## config.mk

```make
export PLATFORM = sky130hd
export DESIGN_NAME = dmem_access_unit_flat
export DESIGN_NICKNAME = d
export VERILOG_FILES = /design/src/rtl/dmem_access_unit_pkg.sv /design/src/rtl/dmem_access_unit_if.sv /design/src/rtl/dmem_access_unit_lane_align.sv /design/src/rtl/dmem_access_unit.sv /design/src/flat_wrapper.sv
export SDC_FILE = /design/constraint.sdc
export NUM_CORES = 1
export LEC_CHECK = 0
export CAP_MARGIN = 20
export CORE_AREA = 2 2 215 217
export DETAILED_ROUTE_END_ITERATION = 12
export DIE_AREA = 0 0 217 219
export GPL_TIMING_DRIVEN = 0
export MAX_ROUTING_LAYER = met4
export SETUP_SLACK_MARGIN = 0.02
export SLEW_MARGIN = 25
export SYNTH_ARGS = -nofsm -noshare
export SYNTH_HDL_FRONTEND = slang
export SYNTH_SLANG_ARGS = --single-unit
```

## constraint.sdc

```tcl
create_clock -name i_clk -period 3.13 [get_ports i_clk]
set_clock_uncertainty 0.05 [all_clocks]
set_input_delay 0.626 -clock i_clk [delete_from_list [all_inputs] [get_ports i_clk]]
set_output_delay 0.626 -clock i_clk [all_outputs]
set_load 0.1 [all_outputs]
```

## src/rtl/dmem_access_unit_pkg.sv

```systemverilog
// Shared definitions for the MEM-stage data-memory access unit:
// RV64 func3 size/sign codes, FSM state encoding, byte-strobe width and size decode.
package dmem_pkg;

    localparam int STRB_W = 8;

    localparam logic [2:0] F3_B  = 3'b000;
    localparam logic [2:0] F3_H  = 3'b001;
    localparam logic [2:0] F3_W  = 3'b010;
    localparam logic [2:0] F3_D  = 3'b011;
    localparam logic [2:0] F3_BU = 3'b100;
    localparam logic [2:0] F3_HU = 3'b101;
    localparam logic [2:0] F3_WU = 3'b110;

    typedef enum logic [1:0] {IDLE, BUSY, DONE} state_t;

    // Access size in bytes (1/2/4/8); bit 2 of func3 only selects zero-extension.
    function automatic logic [3:0] size_bytes(input logic [2:0] f3);
        return 4'd1 << f3[1:0];
    endfunction

endpackage

```

## src/rtl/dmem_access_unit_if.sv

```systemverilog
// Bus bundles for the access unit: pipeline request/response side and
// word-aligned memory port. The unit is the slave of the request bus and
// the master of the memory bus.
interface dmem_req_if #(parameter int ADDR_W = 64);
    logic              req_valid;
    logic              req_rw;
    logic [ADDR_W-1:0] req_addr;
    logic [63:0]       req_wdata;
    logic [2:0]        req_func3;
    logic              req_ready;
    logic              stall;
    logic              resp_valid;
    logic [63:0]       resp_rdata;
    logic              resp_err;

    modport master (output req_valid, req_rw, req_addr, req_wdata, req_func3,
                    input  req_ready, stall, resp_valid, resp_rdata, resp_err);
    modport slave  (input  req_valid, req_rw, req_addr, req_wdata, req_func3,
                    output req_ready, stall, resp_valid, resp_rdata, resp_err);
endinterface

interface dmem_mem_if #(parameter int ADDR_W = 64);
    import dmem_pkg::*;
    logic              mem_req;
    logic              mem_we;
    logic [ADDR_W-1:0] mem_addr;
    logic [63:0]       mem_wdata;
    logic [STRB_W-1:0] mem_wstrb;
    logic [63:0]       mem_rdata;
    logic              mem_ack;

    modport master (output mem_req, mem_we, mem_addr, mem_wdata, mem_wstrb,
                    input  mem_rdata, mem_ack);
    modport slave  (input  mem_req, mem_we, mem_addr, mem_wdata, mem_wstrb,
                    output mem_rdata, mem_ack);
endinterface

```

## src/rtl/dmem_access_unit_lane_align.sv

```systemverilog
// Combinational byte-lane logic: store data/strobe shift for the incoming
// request and load extract + sign/zero extension for the returning data.
// DMEM_MISALIGN_TRAP_EN: when defined, an address not aligned to the access
// size is reported as a fault; otherwise the low bits are silently cleared.
module dmem_lane_align
    import dmem_pkg::*;
(
    input  logic [2:0]        i_f3,
    input  logic [2:0]        i_addr_lo,
    input  logic [63:0]       i_wdata,
    output logic [2:0]        o_lane,
    output logic              o_fault,
    output logic [63:0]       o_wdata,
    output logic [STRB_W-1:0] o_wstrb,
    input  logic [2:0]        i_ld_f3,
    input  logic [2:0]        i_ld_lane,
    input  logic [63:0]       i_rdata,
    output logic [63:0]       o_rdata
);
    logic [3:0]        w_sz;
    logic [2:0]        w_amask;
    logic [STRB_W-1:0] w_bmask;
    logic [63:0]       w_rsh;
    logic              w_sgn;

    assign w_sz    = size_bytes(i_f3);
    assign w_amask = 3'(w_sz - 4'd1);
    assign w_bmask = 8'((9'd1 << w_sz) - 9'd1);
    assign o_lane  = i_addr_lo & ~w_amask;

`ifdef DMEM_MISALIGN_TRAP_EN
    assign o_fault = |(i_addr_lo & w_amask);
`else
    assign o_fault = 1'b0;
`endif

    assign o_wstrb = w_bmask << o_lane;
    assign o_wdata = i_wdata << {o_lane, 3'b000};

    assign w_rsh = i_rdata >> {i_ld_lane, 3'b000};
    assign w_sgn = ~i_ld_f3[2];

    // Truncate the lane-shifted read word to the access size and extend.
    always_comb begin
        o_rdata = w_rsh;
        case (i_ld_f3[1:0])
            2'b00:   o_rdata = {{56{w_sgn & w_rsh[7]}},  w_rsh[7:0]};
            2'b01:   o_rdata = {{48{w_sgn & w_rsh[15]}}, w_rsh[15:0]};
            2'b10:   o_rdata = {{32{w_sgn & w_rsh[31]}}, w_rsh[31:0]};
            default: o_rdata = w_rsh;
        endcase
    end
endmodule

```

## src/rtl/dmem_access_unit.sv

```systemverilog
// MEM-stage data-memory access unit: one load/store at a time, IDLE->BUSY->DONE,
// stalls the pipeline until the memory acks or the wait times out.
// DMEM_MISALIGN_TRAP_EN (see dmem_lane_align) turns misaligned accesses into faults.
module dmem_access_unit
    import dmem_pkg::*;
#(
    parameter int ADDR_W  = 64,
    parameter int TIMEOUT = 16
)(
    input  logic          i_clk,
    input  logic          i_rst,
    dmem_req_if.slave     io_req,
    dmem_mem_if.master    io_mem
);
    localparam int               CNT_W   = (TIMEOUT > 1) ? $clog2(TIMEOUT) : 1;
    localparam logic [CNT_W-1:0] CNT_MAX = CNT_W'(TIMEOUT - 1);
    localparam bit               TO_EN   = (TIMEOUT != 0);

    state_t            r_state;
    logic [CNT_W-1:0]  r_cnt;
    logic [2:0]        r_lane;
    logic [2:0]        r_f3;
    logic              r_mem_req;
    logic              r_mem_we;
    logic [ADDR_W-1:0] r_mem_addr;
    logic [63:0]       r_mem_wdata;
    logic [STRB_W-1:0] r_mem_wstrb;
    logic [63:0]       r_rdata;
    logic              r_err;

    logic [2:0]        w_lane;
    logic              w_misalign;
    logic [63:0]       w_wdata_sh;
    logic [STRB_W-1:0] w_wstrb;
    logic [63:0]       w_ld_data;
    logic              w_illegal;
    logic              w_fault;
    logic              w_expire;

    dmem_lane_align u_align (
        .i_f3      (io_req.req_func3),
        .i_addr_lo (io_req.req_addr[2:0]),
        .i_wdata   (io_req.req_wdata),
        .o_lane    (w_lane),
        .o_fault   (w_misalign),
        .o_wdata   (w_wdata_sh),
        .o_wstrb   (w_wstrb),
        .i_ld_f3   (r_f3),
        .i_ld_lane (r_lane),
        .i_rdata   (io_mem.mem_rdata),
        .o_rdata   (w_ld_data)
    );

    // Stores only go up to sd; loads allow everything but 3'b111.
    assign w_illegal = io_req.req_rw ? (io_req.req_func3 > F3_D) : (io_req.req_func3 > F3_WU);
    assign w_fault   = w_illegal | w_misalign;
    assign w_expire  = TO_EN && (r_cnt == CNT_MAX);

    assign io_req.req_ready  = io_req.req_valid & (r_state == IDLE);
    assign io_req.stall      = ((r_state == IDLE) & io_req.req_valid) | (r_state == BUSY);
    assign io_req.resp_valid = (r_state == DONE);
    assign io_req.resp_rdata = r_rdata;
    assign io_req.resp_err   = r_err;

    assign io_mem.mem_req   = r_mem_req;
    assign io_mem.mem_we    = r_mem_we;
    assign io_mem.mem_addr  = r_mem_addr;
    assign io_mem.mem_wdata = r_mem_wdata;
    assign io_mem.mem_wstrb = r_mem_wstrb;

    // Access FSM: accept, hold the memory request until ack/timeout, pulse the response.
    always_ff @(posedge i_clk) begin
        if (!i_rst) begin
            r_state     <= IDLE;
            r_cnt       <= '0;
            r_lane      <= '0;
            r_f3        <= '0;
            r_mem_req   <= 1'b0;
            r_mem_we    <= 1'b0;
            r_mem_addr  <= '0;
            r_mem_wdata <= '0;
            r_mem_wstrb <= '0;
            r_rdata     <= '0;
            r_err       <= 1'b0;
        end else begin
            case (r_state)
                IDLE: if (io_req.req_valid) begin
                    r_cnt   <= '0;
                    r_lane  <= w_lane;
                    r_f3    <= io_req.req_func3;
                    r_rdata <= '0;
                    if (w_fault) begin
                        r_state <= DONE;
                        r_err   <= 1'b1;
                    end else begin
                        r_state     <= BUSY;
                        r_err       <= 1'b0;
                        r_mem_req   <= 1'b1;
                        r_mem_we    <= io_req.req_rw;
                        r_mem_addr  <= {io_req.req_addr[ADDR_W-1:3], 3'b000};
                        r_mem_wdata <= io_req.req_rw ? w_wdata_sh : 64'd0;
                        r_mem_wstrb <= io_req.req_rw ? w_wstrb : '0;
                    end
                end
                BUSY: begin
                    // Ack takes priority over an expiry in the same cycle.
                    if (io_mem.mem_ack || w_expire) begin
                        r_state     <= DONE;
                        r_mem_req   <= 1'b0;
                        r_mem_we    <= 1'b0;
                        r_mem_wstrb <= '0;
                        if (io_mem.mem_ack) begin
                            if (!r_mem_we)
                                r_rdata <= w_ld_data;
                        end else begin
                            r_err <= 1'b1;
                        end
                    end else begin
                        r_cnt <= r_cnt + CNT_W'(1);
                    end
                end
                DONE: begin
                    r_state <= IDLE;
                    r_err   <= 1'b0;
                end
                default: r_state <= IDLE;
            endcase
        end
    end
endmodule

```

## src/flat_wrapper.sv

```systemverilog
// flat-port wrapper written by rule: the top's interface ports become plain ports
module dmem_access_unit_flat import dmem_pkg::*;
#(
    parameter int ADDR_W  = 64,
    parameter int TIMEOUT = 16
)
  (i_clk, i_rst, io_req_req_valid, io_req_req_rw, io_req_req_addr, io_req_req_wdata, io_req_req_func3, io_req_req_ready, io_req_stall, io_req_resp_valid, io_req_resp_rdata, io_req_resp_err, io_mem_mem_req, io_mem_mem_we, io_mem_mem_addr, io_mem_mem_wdata, io_mem_mem_wstrb, io_mem_mem_rdata, io_mem_mem_ack);
  dmem_req_if #(.ADDR_W(ADDR_W)) io_req_i ();
  dmem_mem_if #(.ADDR_W(ADDR_W)) io_mem_i ();
  input  logic i_clk;
  input  logic i_rst;
  input wire logic [$bits(io_req_i.req_valid)-1:0] io_req_req_valid;
  input wire logic [$bits(io_req_i.req_rw)-1:0] io_req_req_rw;
  input wire logic [$bits(io_req_i.req_addr)-1:0] io_req_req_addr;
  input wire logic [$bits(io_req_i.req_wdata)-1:0] io_req_req_wdata;
  input wire logic [$bits(io_req_i.req_func3)-1:0] io_req_req_func3;
  output wire logic [$bits(io_req_i.req_ready)-1:0] io_req_req_ready;
  output wire logic [$bits(io_req_i.stall)-1:0] io_req_stall;
  output wire logic [$bits(io_req_i.resp_valid)-1:0] io_req_resp_valid;
  output wire logic [$bits(io_req_i.resp_rdata)-1:0] io_req_resp_rdata;
  output wire logic [$bits(io_req_i.resp_err)-1:0] io_req_resp_err;
  output wire logic [$bits(io_mem_i.mem_req)-1:0] io_mem_mem_req;
  output wire logic [$bits(io_mem_i.mem_we)-1:0] io_mem_mem_we;
  output wire logic [$bits(io_mem_i.mem_addr)-1:0] io_mem_mem_addr;
  output wire logic [$bits(io_mem_i.mem_wdata)-1:0] io_mem_mem_wdata;
  output wire logic [$bits(io_mem_i.mem_wstrb)-1:0] io_mem_mem_wstrb;
  input wire logic [$bits(io_mem_i.mem_rdata)-1:0] io_mem_mem_rdata;
  input wire logic [$bits(io_mem_i.mem_ack)-1:0] io_mem_mem_ack;
  assign io_req_i.req_valid = io_req_req_valid;
  assign io_req_i.req_rw = io_req_req_rw;
  assign io_req_i.req_addr = io_req_req_addr;
  assign io_req_i.req_wdata = io_req_req_wdata;
  assign io_req_i.req_func3 = io_req_req_func3;
  assign io_req_req_ready = io_req_i.req_ready;
  assign io_req_stall = io_req_i.stall;
  assign io_req_resp_valid = io_req_i.resp_valid;
  assign io_req_resp_rdata = io_req_i.resp_rdata;
  assign io_req_resp_err = io_req_i.resp_err;
  assign io_mem_mem_req = io_mem_i.mem_req;
  assign io_mem_mem_we = io_mem_i.mem_we;
  assign io_mem_mem_addr = io_mem_i.mem_addr;
  assign io_mem_mem_wdata = io_mem_i.mem_wdata;
  assign io_mem_mem_wstrb = io_mem_i.mem_wstrb;
  assign io_mem_i.mem_rdata = io_mem_mem_rdata;
  assign io_mem_i.mem_ack = io_mem_mem_ack;
  dmem_access_unit #(.ADDR_W(ADDR_W), .TIMEOUT(TIMEOUT)) u_core (.i_clk(i_clk), .i_rst(i_rst), .io_req(io_req_i), .io_mem(io_mem_i));
endmodule
```

==> summary.md, run 1 <==
| Metric | Value |
|---|---|
| Yosys warns | 0 |
| Synth top area share | 37.78% |
| Area of the core | 0.04509 mm^2 |
| Clk root buf | clkbuf_16 |
| Post-synth EDFFs | 0 |
| DR top layer | met4 |
| R2R depth | 8 |
| P_sw | 3260 uW |
| Comb pwr share | 30.6% |
| Worst relative slew slack | 24.99% |
| Worst-skew pair later-pin latency | 560 ps |
| Switching part of the total | 37.00% |
| Routed length on met1 | 23,200 um |
| Max Freq | 334.9 MHz |
| Critical path launch point type | primary input |
| Pwr dens | 518.3 mW/mm^2 |
| Total of max-cap violations | 0 |
| Routed wire per std cell | 23.03 um |
| Flop pwr share | 32.8% |
| P_leak | 0.006347 uW |
| Register area | 0.004244 mm^2 |
| Die Width | 217 um |
| Final Max Tran Viols | 0 |
| Post-synth cell types | 70 |
| FF-to-FF End | u_core.io_req.resp_rdata[1] |
| Placer congestion estimate | 1.017 |
| Hold-fix buffers, CTS | 0 |
| Internal power | 5551 uW |
| CP max stage delay | 570 ps |
| Reg2Reg Setup Slack | 160 ps |
| Die area | 0.04752 mm^2 |
| Maximum clock insertion buffer count | 3 |
| Multi-input gate area | 0.006491 mm^2 |
| Syn_area_per_cell | 8.230 um^2 |
| Post-synthesis sequential area ratio | 37.78% |
| Post-layout nets | 2,002 |
| Final setup TNS | 0 ps |
| WS Path Type | primary input to flip-flop |
| Worst Setup End Kind | flip-flop |
| Hold Path Cell Cnt | 2 |
| Endpoints failing hold | 0 |
| Area leader, netlist | dfxtp_1 |
| Setup violations, final | 0 |
| Synthesized flop and latch total | 212 |
| Largest cells by area after synthesis | dfxtp_1 38%, nand2_1 8.6%, mux2i_1 7.8% |
| Layout area overhead | 51.32% |
| WL final | 55,750 um |
| DP Wirelength | 44,520 um |
| Top FF cell, synth | dfxtp_1 |
| Vias in the first global route | 12,390 |
| Post-route DRC | 0 |
| HP Class | flip-flop to flip-flop |
| Pin count of the biggest net entering global routing | 15 |
| Post-Syn Area | 0.01123 mm^2 |
| Post-Syn Instances | 1,365 |
| Status | finished clean |
| Synth async-reset ratio | 0% |
| Top-Level Pins | 406 |
| CTS Buf Count | 27 |
| Critical path required time | 3550 ps |
| Clk slew on worst S/H paths | 60 ps |
| CP Capture Point | u_core.io_mem.mem_wdata[40] |
| DR vias | 12,600 |
| Post-CTS Setup Inserts | 0 |
| CP Max Fanout | 10 |
| Detail Route Antenna Nets | 0 |
| Initial Util | 24.92% |
| Tightest Pin Transition | 1122 ps |
| 1st-iter DRT viols | 831 |
| Layout cells sized above 1 | 9.741% |
| CP Cell Sequence | clkdlybuf4s50_1 > buf_4 > nor2b_1 > ha_2 > and2_0 > clkbuf_4 > buf_6 > nand2_1 > a21oi_1 > a221oi_1 > a211oi_1 |
| CP max-delay cell | clkdlybuf4s50_1 |
| Drt pass-1 iters | 5 |
| IO buf count | 402 |
| Final worst slack | 144.4 ps |
| H-Tree Level Count | 1 |
| WP data arrival | 3410 ps |
| Wire length on met2 | 26,450 um |
| Peak supply drop | 0.4618 mV |
| Final min period | 2986 ps |
| Num Clock Sinks | 212 |
| First-pass GRT wire length | 80,560 um |
| Worst slack, placed | -1338 ps |
| Chip height | 219 um |
| Met3 WL | 4391 um |
| Num rows | 78 |
| RR Startpoint | u_core.r_lane[0] |
| RSZ-0062 raised after global routing | no |
| Initial antenna violation count | 4 |
| Fill cells | 4,721 |
| Global route overflow | 0 |
| Clock share of power | 36.5% |
| Via density | 5.202 |
| CTS tree | yes |
| Post-route clock period utilization | 95.39% |
| Setup crit start | io_req_req_func3[1] |
| Tot GR Track Use | 23.08% |
| Minimum hold slack | 401.7 ps |
## worst max-delay path: cells and delay by family
family          cells  cell delay, ps
buf+inv             4            1240
simple gates        3             470
compound gates      3             620
fa+ha+maj           1             440
## cells in the final DEF (no fill, tap or decap), drive strengths merged, types with 13 or more instances in the layout
| cell | netlist | layout |
|---|---|---|
| a211oi | 60 | 60 |
| a21oi | 136 | 136 |
| a221oi | 23 | 23 |
| a22oi | 41 | 41 |
| a2bb2oi | 15 | 15 |
| and3 | 20 | 20 |
| buf | 37 | 42 |
| clkbuf | 83 | 115 |
| clkdlybuf4s50 | 0 | 396 |
| dfxtp | 212 | 212 |
| inv | 10 | 13 |
| mux2 | 34 | 34 |
| mux2i | 88 | 88 |
| nand2 | 258 | 258 |
| nor2 | 102 | 102 |
| nor2b | 18 | 18 |
| o21ai | 76 | 76 |
| o2bb2ai | 16 | 16 |
| o31ai | 14 | 14 |
## how the worst min path moves through the flow
stage / end / slack (ps) / startpoint
final: u_core.io_mem.mem_wstrb[4] / 400 / u_core.io_mem.mem_wstrb[4]
after global routing: u_core.io_mem.mem_wstrb[3] / 420 / u_core.io_mem.mem_wstrb[3]
after CTS: u_core.io_mem.mem_wstrb[4] / 410 / u_core.io_mem.mem_wstrb[4]
after detailed placement: u_core.io_req.resp_rdata[50] / 400 / u_core.io_req.resp_rdata[50]
after global placement: u_core.io_mem.mem_addr[49] / 390 / u_core.io_mem.mem_addr[49]
after floorplan: u_core.r_f3[2] / 400 / u_core.r_f3[2]
## power by group through the flow
stage	clock (uW)	combinational, uW	sequential (uW)
after CTS	3320	2690	2890
after detailed placement	0	2680	2950
final	3220	2700	2890
after global placement	0	2670	2950
after floorplan	0	928	3730
after global routing	3430	2830	2910
## through the flow
stage	cells	power [uW]	util, %	cell area, um^2
2_1_floorplan	1367	4655	-	11240
3_3_place_gp	2369	5614	35.53	16020
3_5_place_dp	2369	5627	35.52	16010
4_1_cts	2419	8901	37.62	16960
5_1_grt	2421	9167	37.70	17000
6_report	2421	8811	37.70	17000
## Yosys cell counts (18+ instances only)
master,count
a211oi_1,60
a21oi_1,136
a221oi_1,23
a22oi_1,41
and3_1,19
clkbuf_1,83
dfxtp_1,212
mux2_2,33
mux2i_1,88
nand2_1,258
nor2_1,102
nor2b_1,18
o21ai_0,61
## cells by family after synthesis
group | share of synthesized area, %
buf+inv | 4.856
flops | 37.78
fa+ha+maj | 0.6682
other cells | 0.03338
compound gates | 26.28
mux | 13.09
xor+xnor | 0.3119
simple gates | 16.98
## metal layers
layer,track usage (%),vias to the layer above
li1,-,5821
met1,27.87,6076
met2,38.52,595
met3,4.893,103
met4,7.100,0
met5,-,-
## sequential cells by signal (all words and copies together) (netlist names)
| register | cells |
|---|---|
| u_core.io_mem.mem_we | 1 |
| u_core.io_mem.mem_wstrb | 8 |
| u_core.io_req.resp_err | 1 |
| u_core.r_lane | 3 |
| u_core.r_state | 2 |
| u_core.r_f3 | 3 |
| u_core.r_cnt | 4 |
| u_core.io_mem.mem_addr | 61 |
| u_core.io_mem.mem_req | 1 |
| u_core.io_req.resp_rdata | 64 |
| u_core.io_mem.mem_wdata | 64 |
## repair_timing
item / 4_1_cts / 5_1_grt
hold endpoints to repair: 0 / 0
resized for setup: 29 / 31
setup endpoints to repair: 118 / 113
pin swaps: 0 / 0
## final cells by class
type	instances	share of cell area [%]
clock buffers	34	4.306
plain buffers	118	3.135
multi-input cells	1024	38.18
flip-flops and latches	212	24.96
clock inverters	16	1.119
repair buffers	402	23.57
well taps	600	4.416
inverters	11	0.2502
diodes	4	0.05888
(Power assumes the default switching activity.)
==> run 2, diff against run 1 <==
--- a/config.mk
+++ b/config.mk
@@ -6,11 +6,12 @@
 export NUM_CORES = 1
 export LEC_CHECK = 0
 export CAP_MARGIN = 20
-export CORE_AREA = 2 2 215 217
+export CORE_AREA = 2 2 160 162
 export DETAILED_ROUTE_END_ITERATION = 12
-export DIE_AREA = 0 0 217 219
+export DIE_AREA = 0 0 162 164
 export GPL_TIMING_DRIVEN = 0
 export MAX_ROUTING_LAYER = met4
+export PLACE_DENSITY = 0.81
 export SETUP_SLACK_MARGIN = 0.02
 export SLEW_MARGIN = 25
 export SYNTH_ARGS = -nofsm -noshare
==> run 2 against run 1 <==
Clock-buffer cell count decreased by 4. Sequential power is essentially flat. Routed wire length is 8.0% lower. Utilization up 29 points. Total power shrank 4.8%. Maximum frequency down 3.5%. Critical path type unchanged. Largest power group is now sequential cells.
==> summary.md, run 2 (synthesis gave the netlist of run 1 again) <==
| Metric | Value |
|---|---|
| Status | finished clean |
| Routed wire per std cell | 23.96 um (+4.1%) |
| Register area | 0.004244 mm^2 (unchanged) |
| Layout area overhead | 46.89% |
| CP max-delay cell | buf_1 |
| Post-route clock period utilization | 98.80% (+3.4 points) |
| DR vias | 12,980 (+3.0%) |
| Final setup TNS | 0 ps (unchanged) |
| CTS Buf Count | 24 (-11%) |
| Global route overflow | 0 (unchanged) |
| WS Path Type | primary input to flip-flop |
| Die Width | 162 um (-25%) |
| CP Max Fanout | 10 (unchanged) |
| Post-layout nets | 1,999 (-0.15%) |
| Endpoints failing hold | 0 (unchanged) |
| Die area | 0.02657 mm^2 (-44%) |
| Post-route DRC | 0 (unchanged) |
| Most common cell after layout, fill and taps aside | clkdlybuf4s50_1 |
| Tot GR Track Use | 38.14% (+15 points) |
| DP Wirelength | 40,070 um (-10%) |
| Fill cells | 2,099 (-56%) |
| Minimum hold slack | 391.3 ps (-10.36 ps) |
| Core Util, Final | 66.49% (+29 points) |
| P_leak | 0.006247 uW (-1.6%) |
| Clk root buf | clkbuf_16 |
| Layout cells sized above 1 | 9.232% (-0.51 points) |
| Pwr dens | 508.5 mW/mm^2 (-1.9%) |
| Setup violations, final | 0 (unchanged) |
| Chip height | 164 um (-25%) |
| Drt pass-1 iters | 6 (+1) |
| Total of max-cap violations | 0 (unchanged) |
| Initial antenna violation count | 1 (-3) |
| Initial Util | 45.27% (+20 points) |
| Max Freq | 323.4 MHz (-3.5%) |
| Commonest non-fill, non-tap cells in the layout | 394 x clkdlybuf4s50_1, 256 x nand2_1, 212 x dfxtp_1, 135 x a21oi_1, 98 x nor2_1 |
| Non-Filler Instances | 2,140 (-12%) |
| Critical path launch point type | primary input |
| WP data arrival | 3450 ps (+40 ps) |
| Peak supply drop | 0.4242 mV (-8.1%) |
| CP Cell Sequence | clkdlybuf4s50_1 > clkbuf_2 > nor3b_2 > buf_1 > clkbuf_1 > a21oi_1 > a21oi_1 > o21ai_0 |
| Placed cell count | 2,099 (-11%) |
| Worst path most repeated cell | a21oi_1 |
| Area of the core | 0.02482 mm^2 (-45%) |
| CP max stage delay | 590 ps (+20 ps) |
| Multi-input gate area | 0.006507 mm^2 (+0.25%) |
| Critical path required time | 3490 ps (-60 ps) |
| HP Class | flip-flop to flip-flop |
| Final min period | 3092 ps (+106.8 ps) |
| Via density | 6.064 (+17%) |
| Maximum clock insertion buffer count | 3 (unchanged) |
| 1st-iter DRT viols | 1,149 (+38%) |
| Cell Area, Placed | 0.01568 mm^2 (-2.1%) |
| Worst-skew pair later-pin latency | 530 ps (-30 ps) |
| Worst Setup End Kind | flip-flop |
| Reg2Reg Setup Slack | 280 ps (+120 ps) |
| H-Tree Level Count | 1 (unchanged) |
| Worst relative slew slack | 24.00% (-0.99 points) |
| Num rows | 58 (-26%) |
| Pin count of the biggest net entering global routing | 15 (unchanged) |
| Clk slew on worst S/H paths | 70 ps (about the same) |
| Vias in the first global route | 12,560 (+1.4%) |
| WL final | 51,280 um (-8.0%) |
| IO buf count | 402 (unchanged) |
| Detail Route Antenna Nets | 0 (unchanged) |
| Placer congestion estimate | 1.028 (+1.1%) |
| Tightest Pin Transition | 1136 ps (+14.86 ps) |
| Num Clock Sinks | 212 (unchanged) |
| First-pass GRT wire length | 75,420 um (-6.4%) |
| CTS tree | yes |
| Final Max Tran Viols | 0 (unchanged) |
| RSZ-0062 raised after global routing | yes |
| Fin area | 0.01650 mm^2 (-2.9%) |
| Top-Level Pins | 406 (unchanged) |
run 2: cell count changes in the layout (fill, tap and decap cells not counted), sizes merged:
cell           change
buf                -2
bufinv             -1
clkbuf             +1
clkdlybuf4s50      -2
clkinvlp           -1
diode              -3
dlymetal6s2s       -1
inv                -2
run 2: worst paths after layout:
| check | start | to | depth (start not counted) |
|---|---|---|---|
| hold / removal | u_core.io_req.resp_rdata[15] | u_core.io_req.resp_rdata[15] | 2 |
| setup / recovery | io_req_req_func3[1] | u_core.io_mem.mem_wdata[63] | 8 |
| hold reg to reg | u_core.io_req.resp_rdata[15] | u_core.io_req.resp_rdata[15] | 2 |
| setup reg to reg | u_core.r_state[0] | u_core.io_mem.mem_wdata[58] | 11 |
run 2: metal layers:
metal | GRT usage, % | up-vias | part of all wire [%]
met5 | - | - | 0
met4 | 19.03 | 0 | 6.1
met3 | 8.586 | 234 | 10
met2 | 64.02 | 903 | 47
met1 | 42.99 | 6044 | 36
li1 | - | 5796 | -
run 2: area by class of cell:
type                            count  area share, %
Multi-Input combinational cell   1024          39.43
Sequential cell                   212          25.72
Timing Repair Buffer              402          24.17
Clock buffer                       30          3.897
Buffer                            118          3.162
Tap cell                          330          2.502
Clock inverter                     12         0.8416
Inverter                           11         0.2578
Antenna cell                        1        0.01516
run 2: report_power, final:
| part | internal, uW | switching [uW] | total, uW |
|---|---|---|---|
| registers | 2820 | 75.4 | 2900 |
| clock network | 1630 | 1190 | 2820 |
| logic | 805 | 1870 | 2670 |
| total | 5260 | 3130 | 8390 |
run 2: worst max-delay path: cells and delay by family:
kind	cells	cell delay, ps
buffers and inverters	4	1880
AO/OA/AOI/OAI	3	530
AND/OR/NAND/NOR	1	390
run 2: repair_timing:
item | 4_1_cts | 5_1_grt
hold endpoints to repair | 0 | 0
gates cloned | 0 | 0
setup buffers | 0 | 0
hold buffers | 0 | 0
setup endpoints to repair | 85 | 100
resized for setup | 24 | 24
run 2: per-stage QoR:
stage          power (uW)  worst slack, ps
5_1_grt              8638           -53.54
2_1_floorplan        4655            229.1
3_5_place_dp         5563            -1239
3_3_place_gp         5547            -1193
6_report             8391            37.65
4_1_cts              8353            26.43
==> run 3, diff against run 2 <==
--- a/config.mk
+++ b/config.mk
@@ -11,7 +11,7 @@
 export DIE_AREA = 0 0 162 164
 export GPL_TIMING_DRIVEN = 0
 export MAX_ROUTING_LAYER = met4
-export PLACE_DENSITY = 0.81
+export PLACE_DENSITY = 0.82
 export SETUP_SLACK_MARGIN = 0.02
 export SLEW_MARGIN = 25
 export SYNTH_ARGS = -nofsm -noshare
==> run 3 against run 2 <==
Clock-buffer cell count up 3. Total power up 4.5%. Critical path depth down 1. Non-clock buffer count down 1. Worst setup slack better by 33 ps. First-iteration DRC count up 11%. Critical endpoint is now u_core.io_mem.mem_wdata[55]. Largest power group is now the clock network.
==> summary.md, run 3 (synthesis gave the netlist of run 1 again) <==
| Metric | Value |
|---|---|
| Endpoints failing hold | 0 (unchanged) |
| Worst relative slew slack | 25.50% (+1.5 points) |
| Pwr dens | 527.4 mW/mm^2 (+3.7%) |
| Status | finished clean |
| Detail Route Antenna Nets | 0 (unchanged) |
| Worst Setup End Kind | flip-flop |
| Worst-skew pair later-pin latency | 540 ps (about the same) |
| Area of the core | 0.02482 mm^2 (unchanged) |
| Setup violations, final | 0 (unchanged) |
| Critical path required time | 3480 ps (about the same) |
| P_leak | 0.006317 uW (+1.1%) |
| Die area | 0.02657 mm^2 (unchanged) |
| 1st-iter DRT viols | 1,270 (+11%) |
| Routed wire per std cell | 24.31 um (+1.5%) |
| Placer congestion estimate | 1.029 (+0.11%) |
| Max Freq | 326.9 MHz (+1.1%) |
| DP Wirelength | 41,130 um (+2.6%) |
| Clk root buf | clkbuf_16 |
| Via density | 6.020 (-0.73%) |
| DR vias | 12,900 (-0.59%) |
| First-pass GRT wire length | 77,400 um (+2.6%) |
| Initial antenna violation count | 1 (unchanged) |
| R2R depth | 8 (-3) |
| Chip height | 164 um (unchanged) |
| Post-route clock period utilization | 97.73% (-1.1 points) |
| Post-layout nets | 1,999 (unchanged) |
| Post-route DRC | 0 (unchanged) |
| Placed cell count | 2,099 (unchanged) |
| Layout cells sized above 1 | 9.437% (+0.21 points) |
| Worst slack, placed | -1147 ps (+92.54 ps) |
| Vias in the first global route | 12,820 (+2.0%) |
| Critical path launch point type | primary input |
| Maximum clock insertion buffer count | 3 (unchanged) |
| Num Clock Sinks | 212 (unchanged) |
| IO buf count | 402 (unchanged) |
| CTS Buf Count | 25 (+4.2%) |
| Tightest Pin Transition | 1114 ps (-22.53 ps) |
| Global route overflow | 0 (unchanged) |
| Peak supply drop | 0.4305 mV (+1.5%) |
| CP Max Fanout | 10 (unchanged) |
| Final setup TNS | 0 ps (unchanged) |
| Most common cell after layout, fill and taps aside | clkdlybuf4s50_1 |
| Final Max Tran Viols | 0 (unchanged) |
| WS Path Type | primary input to flip-flop |
| Fill cells | 2,107 (+0.38%) |
| Final worst slack | 70.99 ps (+33.34 ps) |
| Hold Path Cell Cnt | 2 (unchanged) |
| Top-Level Pins | 406 (unchanged) |
| HP Class | flip-flop to flip-flop |
| Layout area overhead | 47.96% |
| Pin count of the biggest net entering global routing | 14 (-1) |
| CTS tree | yes |
| Initial Util | 45.27% (unchanged) |
| Final min period | 3059 ps (-33.34 ps) |
| Tot GR Track Use | 39.23% (+1.1 points) |
| Die Width | 162 um (unchanged) |
| Total of max-cap violations | 0 (unchanged) |
| H-Tree Level Count | 1 (unchanged) |
| Multi-input gate area | 0.006494 mm^2 (-0.21%) |
| Commonest non-fill, non-tap cells in the layout | 395 x clkdlybuf4s50_1, 256 x nand2_1, 212 x dfxtp_1, 136 x a21oi_1, 98 x nor2_1 |
| Clk slew on worst S/H paths | 60 ps (about the same) |
| Register area | 0.004244 mm^2 (unchanged) |
| Non-Filler Instances | 2,143 (+0.14%) |
| WP data arrival | 3410 ps (-40 ps) |
| Drt pass-1 iters | 6 (unchanged) |
| WL final | 52,100 um (+1.6%) |
| Num rows | 58 (unchanged) |
| Reg2Reg Setup Slack | 240 ps (-40 ps) |
| RSZ-0062 raised after global routing | yes |
[run 3: cell count changes in the layout (fill, tap and decap cells not counted), moves of 2 or more]
| cell | change |
|---|---|
| clkbuf_8 | +3 |
| clkbuf_2 | -2 |
| clkbuf_1 | -4 |
| bufinv_16 | +3 |
| buf_2 | +2 |
| clkinv_2 | +2 |
| clkinv_4 | -3 |
[run 3: final timing paths]
kind / start / to
setup reg to reg: u_core.r_lane[0] / u_core.io_req.resp_rdata[35]
setup / recovery: io_req_req_addr[2] / u_core.io_mem.mem_wdata[55]
hold / removal: u_core.io_req.resp_rdata[15] / u_core.io_req.resp_rdata[15]
hold reg to reg: u_core.io_req.resp_rdata[15] / u_core.io_req.resp_rdata[15]
[run 3: area by class of cell]
type	count	area share, %
Tap cell	330	2.484
Timing Repair Buffer	402	24.03
Clock buffer	33	4.245
Inverter	11	0.2559
Sequential cell	212	25.53
Antenna cell	1	0.01505
Clock inverter	13	1.250
Multi-Input combinational cell	1024	39.07
Buffer	117	3.124
[run 3: layer usage]
layer / routed length [um] / GRT usage (%) / vias up
met5: 0 / - / -
met2: 25070 / 66.98 / 840
met4: 2741 / 16.73 / 0
li1: - / - / 5792
met1: 19290 / 44.71 / 6075
met3: 5002 / 8.333 / 193
[run 3: worst max-delay path, cell delays in order]
cell,delay (ps)
clkdlybuf4s50_1,650
a21boi_2,560
clkbuf_1,530
clkbuf_1,560
o2bb2ai_1,220
mux2i_1,160
o21ai_0,80
[run 3: power breakdown]
part / switching (uW) / total (uW) / internal, uW
combinational: 1870 / 2680 / 804
clock: 1190 / 3190 / 2000
sequential: 75.0 / 2900 / 2820
total: 3140 / 8770 / 5630
[run 3: timing repair]
| item | in CTS | in global routing |
|---|---|---|
| endpoints found under the setup margin | 70 | 97 |
| hold endpoints to repair | 0 | 0 |
| pin swaps | 0 | 0 |
| hold buffers | 0 | 0 |
| buffers inserted | 0 | 0 |
| gates resized for setup | 25 | 24 |
[run 3: through the flow]
stage / power, uW / hold slack, ps / cell area, um^2 / utilization, %
floorplan: 4655 / 399.7 / 11240 / -
global placement: 5558 / 385.9 / 15680 / 63.18
detailed placement: 5572 / 382.2 / 15670 / 63.12
CTS: 8753 / 391.8 / 16600 / 66.88
global route: 9043 / 410.6 / 16620 / 66.97
finish: 8766 / 390.7 / 16620 / 66.97
